### config.mk
export PLATFORM = sky130hd
export DESIGN_NAME = fifo_mem_be_flat
export DESIGN_NICKNAME = d
export VERILOG_FILES = /design/src/rtl/fifo_mem_pkg.sv /design/src/rtl/fifo_mem_be_if.sv /design/src/rtl/fifo_mem_clr.sv /design/src/rtl/fifo_mem_be.sv /design/src/flat_wrapper.sv
export SDC_FILE = /design/constraint.sdc
export NUM_CORES = 2
export LEC_CHECK = 0
export CELL_PAD_IN_SITES_DETAIL_PLACEMENT = 0
export CELL_PAD_IN_SITES_GLOBAL_PLACEMENT = 1
export CORE_ASPECT_RATIO = 1.25
export CORE_MARGIN = 8
export CORE_UTILIZATION = 56
export CTS_CLUSTER_DIAMETER = 40
export DETAILED_ROUTE_END_ITERATION = 8
export PLACE_DENSITY = 0.87
export SLEW_MARGIN = 25
export SYNTH_ARGS = -nofsm -noshare
export SYNTH_HDL_FRONTEND = slang
export SYNTH_SLANG_ARGS = --single-unit
### constraint.sdc
create_clock -name clk -period 6.35 [get_ports clk]
set_input_delay 1.905 -clock clk [delete_from_list [all_inputs] [get_ports clk]]
set_output_delay 1.905 -clock clk [all_outputs]
set_load 0.02 [all_outputs]
### src/rtl/fifo_mem_pkg.sv
// Shared types and helpers for the byte-enable FIFO storage array.
package fifo_mem_pkg;

    // Widest data path the lane-merge helper supports.
    localparam int unsigned MERGE_W   = 1024;
    localparam int unsigned MERGE_NBE = MERGE_W / 8;

    typedef enum logic {
        CLEAR = 1'b0,
        IDLE  = 1'b1
    } clr_state_t;

    function automatic int unsigned calc_nbe(input int unsigned dw);
        return dw / 8;
    endfunction

    // Per-lane select: enabled lanes take new_d, the rest keep old_d.
    function automatic logic [MERGE_W-1:0] lane_merge(
        input logic [MERGE_W-1:0]   old_d,
        input logic [MERGE_W-1:0]   new_d,
        input logic [MERGE_NBE-1:0] be
    );
        logic [MERGE_W-1:0] res;
        res = old_d;
        for (int i = 0; i < int'(MERGE_NBE); i++) begin
            if (be[i]) res[i*8 +: 8] = new_d[i*8 +: 8];
        end
        return res;
    endfunction

endpackage

### src/rtl/fifo_mem_be_if.sv
// Write/read/clear port bundle of the FIFO storage array.
interface fifo_mem_be_if
    import fifo_mem_pkg::*;
#(
    parameter int unsigned dw = 16,
    parameter int unsigned aw = 8
);
    localparam int unsigned nbe = calc_nbe(dw);

    logic           init_req;
    logic           init_busy;
    logic           wclken;
    logic [nbe-1:0] wbe;
    logic [aw-1:0]  waddr;
    logic [dw-1:0]  wdata;
    logic           rclken;
    logic [aw-1:0]  raddr;
    logic [dw-1:0]  rdata;
    logic           rvalid;

    modport master (
        output init_req, wclken, wbe, waddr, wdata, rclken, raddr,
        input  init_busy, rdata, rvalid
    );

    modport slave (
        input  init_req, wclken, wbe, waddr, wdata, rclken, raddr,
        output init_busy, rdata, rvalid
    );

endinterface

### src/rtl/fifo_mem_clr.sv
// Sequential clear engine: sweeps every address once after reset or on request.
module fifo_mem_clr
    import fifo_mem_pkg::*;
#(
    parameter int unsigned aw = 8
) (
    input  logic          clk,
    input  logic          rst_n,
    input  logic          init_req,
    output logic          init_busy,
    output logic          clr_we,
    output logic [aw-1:0] clr_addr
);
    localparam logic [aw-1:0] cnt_last = {aw{1'b1}};

    clr_state_t    state, state_nxt;
    logic [aw-1:0] cnt, cnt_nxt;
    logic          busy;

    // State, sweep counter and busy flag; busy mirrors the next state.
    always_ff @(posedge clk or negedge rst_n) begin
        if (!rst_n) begin
            state <= CLEAR;
            cnt   <= '0;
            busy  <= 1'b1;
        end else begin
            state <= state_nxt;
            cnt   <= cnt_nxt;
            busy  <= (state_nxt == CLEAR);
        end
    end

    // Terminal compare ends the sweep; requests during a sweep are ignored.
    always_comb begin
        state_nxt = state;
        cnt_nxt   = cnt;
        unique case (state)
            CLEAR: begin
                if (cnt == cnt_last) begin
                    state_nxt = IDLE;
                    cnt_nxt   = '0;
                end else begin
                    cnt_nxt = cnt + aw'(1);
                end
            end
            IDLE: begin
                if (init_req) begin
                    state_nxt = CLEAR;
                    cnt_nxt   = '0;
                end
            end
            default: begin
                state_nxt = CLEAR;
                cnt_nxt   = '0;
            end
        endcase
    end

    assign init_busy = busy;
    assign clr_we    = busy;
    assign clr_addr  = cnt;

endmodule

### src/rtl/fifo_mem_be.sv
// Dual-port FIFO storage with byte-lane writes, 0/1-cycle read and clear engine.
module fifo_mem_be
    import fifo_mem_pkg::*;
#(
    parameter int unsigned dw     = 16,
    parameter int unsigned aw     = 8,
    parameter int unsigned rd_lat = 1
) (
    input  logic          clk,
    input  logic          rst_n,
    fifo_mem_be_if.slave  bus
);
    localparam int unsigned nbe   = calc_nbe(dw);
    localparam int unsigned depth = 1 << aw;

    logic [dw-1:0] mem [depth];
    logic          busy;
    logic          clr_we;
    logic [aw-1:0] clr_addr;
    logic [dw-1:0] wr_merge_c;

    fifo_mem_clr #(.aw(aw)) u_clr (
        .clk       (clk),
        .rst_n     (rst_n),
        .init_req  (bus.init_req),
        .init_busy (busy),
        .clr_we    (clr_we),
        .clr_addr  (clr_addr)
    );

    assign bus.init_busy = busy;

    assign wr_merge_c = dw'(lane_merge(MERGE_W'(mem[bus.waddr]), MERGE_W'(bus.wdata),
                                       MERGE_NBE'(bus.wbe)));

    // Clear sweep owns the write port; user writes only land when idle.
    always_ff @(posedge clk) begin
        if (clr_we) begin
            mem[clr_addr] <= '0;
        end else if (bus.wclken) begin
            mem[bus.waddr] <= wr_merge_c;
        end
    end

    generate
        if (rd_lat == 0) begin : g_rd_comb
            // Read-old: a same-cycle write only shows up after the edge.
            assign bus.rdata  = mem[bus.raddr];
            assign bus.rvalid = bus.rclken & ~busy;
        end else begin : g_rd_reg
            logic [dw-1:0] rd_merge_c;
            logic [dw-1:0] rdata_q;
            logic          rvalid_q;
            logic          hit_c;

            // Write-first bypass for a same-address write in the read cycle.
            assign hit_c      = bus.wclken && (bus.waddr == bus.raddr);
            assign rd_merge_c = hit_c
                ? dw'(lane_merge(MERGE_W'(mem[bus.raddr]), MERGE_W'(bus.wdata),
                                 MERGE_NBE'(bus.wbe)))
                : mem[bus.raddr];

            always_ff @(posedge clk or negedge rst_n) begin
                if (!rst_n) begin
                    rdata_q  <= '0;
                    rvalid_q <= 1'b0;
                end else begin
                    rvalid_q <= bus.rclken & ~busy;
                    if (bus.rclken && !busy) rdata_q <= rd_merge_c;
                end
            end

            assign bus.rdata  = rdata_q;
            assign bus.rvalid = rvalid_q;
        end
    endgenerate

    // nbe is kept for readability of the lane geometry alongside the bus.
    logic unused_ok;
    assign unused_ok = (nbe == 0);

endmodule

### src/flat_wrapper.sv
// flat-port wrapper written by rule: the top's interface ports become plain ports
module fifo_mem_be_flat import fifo_mem_pkg::*;
#(
    parameter int unsigned dw     = 16,
    parameter int unsigned aw     = 8,
    parameter int unsigned rd_lat = 1
)
  (clk, rst_n, bus_init_req, bus_wclken, bus_wbe, bus_waddr, bus_wdata, bus_rclken, bus_raddr, bus_init_busy, bus_rdata, bus_rvalid);
  fifo_mem_be_if #(.dw(dw), .aw(aw)) bus_i ();
  input  logic clk;
  input  logic rst_n;
  input wire logic [$bits(bus_i.init_req)-1:0] bus_init_req;
  input wire logic [$bits(bus_i.wclken)-1:0] bus_wclken;
  input wire logic [$bits(bus_i.wbe)-1:0] bus_wbe;
  input wire logic [$bits(bus_i.waddr)-1:0] bus_waddr;
  input wire logic [$bits(bus_i.wdata)-1:0] bus_wdata;
  input wire logic [$bits(bus_i.rclken)-1:0] bus_rclken;
  input wire logic [$bits(bus_i.raddr)-1:0] bus_raddr;
  output wire logic [$bits(bus_i.init_busy)-1:0] bus_init_busy;
  output wire logic [$bits(bus_i.rdata)-1:0] bus_rdata;
  output wire logic [$bits(bus_i.rvalid)-1:0] bus_rvalid;
  assign bus_i.init_req = bus_init_req;
  assign bus_i.wclken = bus_wclken;
  assign bus_i.wbe = bus_wbe;
  assign bus_i.waddr = bus_waddr;
  assign bus_i.wdata = bus_wdata;
  assign bus_i.rclken = bus_rclken;
  assign bus_i.raddr = bus_raddr;
  assign bus_init_busy = bus_i.init_busy;
  assign bus_rdata = bus_i.rdata;
  assign bus_rvalid = bus_i.rvalid;
  fifo_mem_be #(.dw(dw), .aw(aw), .rd_lat(rd_lat)) u_core (.clk(clk), .rst_n(rst_n), .bus(bus_i));
endmodule
=== Word-level counts from Yosys, hierarchy flattened ===
Memories as Yosys holds them, arrays and structs flattened.
Cells that the tools add are included.
W data, S select, Z words.

* RAM bits: 4096
* Word-level logic and storage cells: 41
* Bits of input ports: 39
* Memories: 1
* Bits in registers: 27

{| class="wikitable"
|+ Memories
! memory !! words !! bits a word !! rd ports !! clocked after Yosys merged registers in !! write ports !! line !! text
|-
| u_core.mem || 256 || 16 || 1 || 0 || 1 || fifo_mem_be.sv:16 || <nowiki>logic [dw-1:0] mem [depth];</nowiki>
|}

* Multiplexer cells: 19
* Equal/unequal tests: 5
* Bitwise gates (word level): 4
* $add $sub $neg: 1
* Reduce and logical (&&, ||, !) cells: 6

{| class="wikitable"
|+ Operator list
! kind !! count
|-
| $mux W8 || 7
|-
| $mux W16 || 2
|-
| $pmux W8 S2 || 1
|-
| $reduce_or A16 Y1 || 1
|-
| $add A8 B1 Y8 const B || 1
|-
| $eq A8 B8 Y1 || 1
|-
| $eq A8 B8 Y1 const B || 1
|-
| $mux W1 || 7
|-
| $reduce_and A2 Y1 || 2
|-
| $not A1 Y1 || 3
|-
| $logic_and A1 B1 Y1 || 2
|-
| $mux W2 || 1
|-
| $ne A1 B1 Y1 const B || 2
|-
| $ne A2 B2 Y1 const B || 1
|-
| $pmux W1 S2 || 1
|-
| $and A1 B1 Y1 || 1
|-
| $logic_not A1 Y1 || 1
|}

=== Depth between registers and ports, before layout ===
* Word-level depth: 6
* Gate-level depth with buffers: 13

=== Modules after synthesis ===
Synthesis repeated with hierarchy kept, for this count alone.

* Cell total of the unflattened synthesis: 7737
* Area, all modules: 160263.7 um2

{| class="wikitable"
|+ Modules (own cells, without submodules)
! module !! cells each !! area an instance (um2) !! instances !! sequential area each (um2)
|-
| fifo_mem_be || 7683 || 159747.0 || 1 || 123423.4
|-
| fifo_mem_clr || 54 || 516.7 || 1 || 251.5
|}

=== Worst setup path before layout ===
OpenSTA, ideal clock, no wires.

* Path kind: input port to flip-flop
* From: input port bus_wbe[1]
* To: memory u_core.mem[0][10] (data pin)
* Slack: -0.418 ns
* Required time: 5.480 ns
* Stages: 4
* Arrival time: 5.898 ns
* Path through: o211a_1 -> clkbuf_1 -> clkbuf_1 -> and2_1

* Word-level cells in the longest chain between the ends: 4

{| class="wikitable"
|+ RTL lines
! element !! line !! text
|-
| start: declaration || flat_wrapper.sv:14 || <nowiki>input wire logic [$bits(bus_i.wbe)-1:0] bus_wbe;</nowiki>
|-
| $ne A1 B1 Y1 (no source line) || n/a ||
|-
| $reduce_and A2 Y1 (no source line) || n/a ||
|-
| $reduce_or A16 Y1 (no source line) || n/a ||
|-
| $mux W16 (no source line) || n/a ||
|-
| end: declaration || fifo_mem_be.sv:16 ||
|}

No other way between the ends.

=== Worst setup path in the final report ===
* From: input port bus_raddr[2]
* To: register u_core.g_rd_reg.rdata_q[9], in the netlist u_core.bus.rdata[9]

* Word-level cells in the longest chain between the ends: 3
* Elaborated cells on any way between the ends: 5
* Classes of those cells: 1 x eq/ne; 2 x mux; 1 x reduce/logical; 1 x memory

{| class="wikitable"
|+ RTL lines
! element !! line !! text
|-
| start: declaration || flat_wrapper.sv:18 || <nowiki>input wire logic [$bits(bus_i.raddr)-1:0] bus_raddr;</nowiki>
|-
| $mem_v2 Z256 W16 or $eq A8 B8 Y1 (tied branches) || n/a ||
|-
| $mux W8 or $logic_and A1 B1 Y1 (tied branches) || fifo_mem_pkg.sv:26, fifo_mem_be.sv:57 ||
|-
| $mux W16 * || fifo_mem_be.sv:59 || <nowiki>? dw'(lane_merge(MERGE_W'(mem[bus.raddr]), MERGE_W'(bus.wdata),</nowiki>
|-
| end signal: assignment || fifo_mem_be.sv:69 || <nowiki>if (bus.rclken && !busy) rdata_q <= rd_merge_c;</nowiki>
|-
| end: declaration || fifo_mem_be.sv:52 || <nowiki>logic [dw-1:0] rdata_q;</nowiki>
|}

Every way passes the cells marked *; elsewhere a longest branch is shown, timed or not.
A chain may end at the register's enable or synchronous reset.

==> results.md <==
- Status: finished, final reports clean
- Starting Density: a little under three fifths
- Crit-path cells: buf_8, buf_12, buf_12, buf_4, mux2i_1, a22oi_1, a21oi_1, nor4_1, o31ai_1, buf_4, a2111oi_2, buf_2, buf_4, a221o_1
- Period utilization: 86.7%
- Max_cap viols: 0
- Synth Warn #: 0
- Die Y: about 610 µm
- Vias in the first global route: between 80k and 90k
- DR vias/cell: ~7.0
- Hold_buf cts: 0
- Syn-to-layout area delta: 13.2%
- Sequential Power Share: 51.6%
- Drt total wl: 450000 µm
- Unrepaired setup endpoints after global routing: false
- Reg area: around 120000 µm²
- Post-CTS sizing: 0
- Max VDD drop: about 0.40 mV
- Switching Fraction: 23.6%
- Hold Crit Class: reg2reg
- Post-layout nets: about 8.4k
- Initial DRC Count: between 10k and 15k
- Core Region: ~280000 µm²
- CP startpoint kind: input pin
- Largest delay share family, worst path: buffers and inverters
- # rows: between 200 and 250
- Largest net degree at the start of global routing: ~130
- Via count: 86.7k
- Worst skew pair latency: between 0.9 and 1 ns
- Crit Path Max Fanout: 39
- Area leader, netlist: edfxtp_1
- Antenna Nets Post-Route: 0
- Fillers: around 17k
- F_max: about 180 MHz
- Total gr overflow: 0
- Root Buffer: clkbuf_16
- Clock sink count: ~4k
- Critical setup path kind: in2reg
- Initial antenna violation count: 20
- Sequential share of the synthesized area: 77.2%
- Clk_skew: between 0.05 and 0.06 ns
- Share of cells above drive strength 1: about a quarter
- Unique masters post-synth: 73
- WL/cell: around 36 µm
- Die Span X: 494 µm
- Dpl hpwl: ~280000 µm
- Share of total power in the clock network: slightly above 40%
- Placer's final routability congestion estimate: just over 0.9
- Multi-input gate area: approximately 34000 µm²
- Final-report hold violation count: 0
- Worst Max-Slew Pin Slew: ~1.2 ns
- CP endpoint kind: register
- Leak: a little under 60 nW
- CP dominant cell by count: buf_4
- Worst stage delay on the critical path: about 0.7 ns
- Avg Cell Area, Syn: 20.6 µm²
- Most frequent cells in the layout: edfxtp_1 (4096), mux4_2 (829), nor2_1 (574)
- Top cell type's share of synthesized area: 76.8%
- Cell area after layout: ~180000 µm²
- Number of port buffers: 56
- Worst Path Arrival: between 6 and 7 ns
- Final Max Slew Viols: 0
- PwrDens: approximately 320 nW/µm²
- # Post-CTS Setup Buffers: 0
- Critical path's slowest cell: nor4_1
- CTS tree: yes
- Clock transition at path regs: about 0.070 ns
- FF+latch count, synth: 4123
- Largest cells by area after synthesis: edfxtp_1 (77%), mux4_2 (12%), mux2i_1 (2.8%)
- Synth Cell Area: 160000 µm²
- I/O pins: 57
- Post-placement cell area: 168000 µm²
- Final Setup Violations: 0
- Syn nets: ~8k
- Post-synth top flop: edfxtp_1
- Global-route wire length before repair: between 600000 and 700000 µm
- CP required: around 7 ns
- Commonest non-fill, non-tap cell in the layout: edfxtp_1
- Gate power share: slightly below 8%
- Max-Slew Margin vs Limit: between 10% and 20%
- Mapped Cells: about 7.8k
- Die ar.: 304000 µm²
- Pre-Repair DR Iteration Count: 8
- Number of flops mapped to enable cells by yosys: approximately 4k
- Int Pwr: approximately 45 mW
- CTS Buffer Depth: 4
- Gr usage total: 29.1%
- Ys async rst share: 0.655%
- Remaining DRCs: 0
- Clock period minus worst slack: 5.51 ns
- Total net switching power: approximately 14 mW
- Core Util, Final: around 64%
- Worst path bufs/invs: 7
- Total CTS buffers: 395
- CTS H-tree lvls: 5
final timing paths:
path	start	end	slack, ns	cells past startpoint
min in group asynchronous	rst_n	u_core.bus.rdata[3]$_DFFE_PN0P_	1.48	2
max in group asynchronous	rst_n	u_core.bus.rdata[15]$_DFFE_PN0P_	4.44	2
setup reg to reg	u_core.u_clr.clr_we$_DFF_PN1_	u_core.mem[206][6]$_DFFE_PP_	2.49	7
hold / removal	u_core.bus.rdata[9]$_DFFE_PN0P_	u_core.bus.rdata[9]$_DFFE_PN0P_	0.53	1
setup / recovery	bus_raddr[2]	u_core.bus.rdata[9]$_DFFE_PN0P_	0.84	14
hold reg to reg	u_core.bus.rdata[9]$_DFFE_PN0P_	u_core.bus.rdata[9]$_DFFE_PN0P_	0.53	1
power by group through the flow:
stage	registers (mW)	logic, mW	clock network [mW]
detailed placement	30.9	4.46	0
floorplan	30.8	2.14	0
global route	30.3	4.68	24.7
finish	30.3	4.67	23.8
global placement	30.8	4.39	0
CTS	30.3	4.52	23.8
Yosys cell counts (all sizes together) (8+ instances only):
| master | n |
|---|---|
| nor3 | 53 |
| o211ai | 46 |
| a211o | 8 |
| nand3 | 83 |
| mux2i | 453 |
| nor4 | 21 |
| nor2 | 578 |
| a211oi | 41 |
| a221oi | 25 |
| mux4 | 829 |
| nand2 | 220 |
| dfrtp | 26 |
| and2 | 59 |
| edfxtp | 4096 |
| o21ai | 38 |
| clkbuf | 205 |
| a22o | 30 |
| a31oi | 25 |
| xnor2 | 9 |
| o32ai | 9 |
| inv | 8 |
| o31ai | 14 |
| a22oi | 301 |
| nor2b | 26 |
| mux2 | 12 |
| nand4 | 31 |
| o22ai | 57 |
| a311oi | 8 |
| nand3b | 16 |
| a21oi | 75 |
| a2111oi | 10 |
| buf | 279 |
| nand2b | 21 |
through the flow:
step	setup TNS (ns)	worst slack, ns	cells	hold WS (ns)	power [mW]
2_1_floorplan	-310.76	-0.202	7793	0.487	33.0
3_3_place_gp	-1.39	-0.851	11700	0.516	35.2
3_5_place_dp	0	0.217	11700	0.510	35.3
4_1_cts	0	1.16	12400	0.533	58.6
5_1_grt	0	1.08	12400	0.543	59.7
6_report	0	0.844	12400	0.529	58.7
cell families (layout without fill, tap and decap cells):
family                   count (synthesis)  in the layout  share of synthesized area [%]
other                                    0             15                              0
buffers and inverters                  492           1341                           1.72
XOR/XNOR                                11             11                         0.0601
AND/OR/NAND/NOR                       1146           1146                           3.19
adder cells (fa/ha/maj)                  1              1                        0.00781
AO/OA/AOI/OAI                          726            726                           3.27
flip-flops                            4123           4123                           77.2
multiplexers                          1294           1294                           14.6
layer usage:
metal	track usage (%)	vias to the layer above	wire, µm
li1	-	33300	-
met1	36.8	44200	146000
met2	46.5	7700	212000
met3	7.76	1388	60900
met4	16.0	16	30600
met5	0	-	114
flip-flops by register name (all words and copies together) (netlist names):
signal / count
u_core.u_clr.clr_addr: 8
u_core.u_clr.state: 1
u_core.bus.rdata: 16
u_core.bus.rvalid: 1
u_core.u_clr.clr_we: 1
u_core.mem: 4096
area by class of cell:
type,count,area share (%)
antenna,15,0.0207
clock inverter,245,1.41
multi-input combinational,3178,18.8
timing repair buffer,617,3.23
clock buffer,471,5.73
inverter,8,0.0166
tap,3757,2.59
sequential,4123,68.2
(Power assumes the default switching activity.)
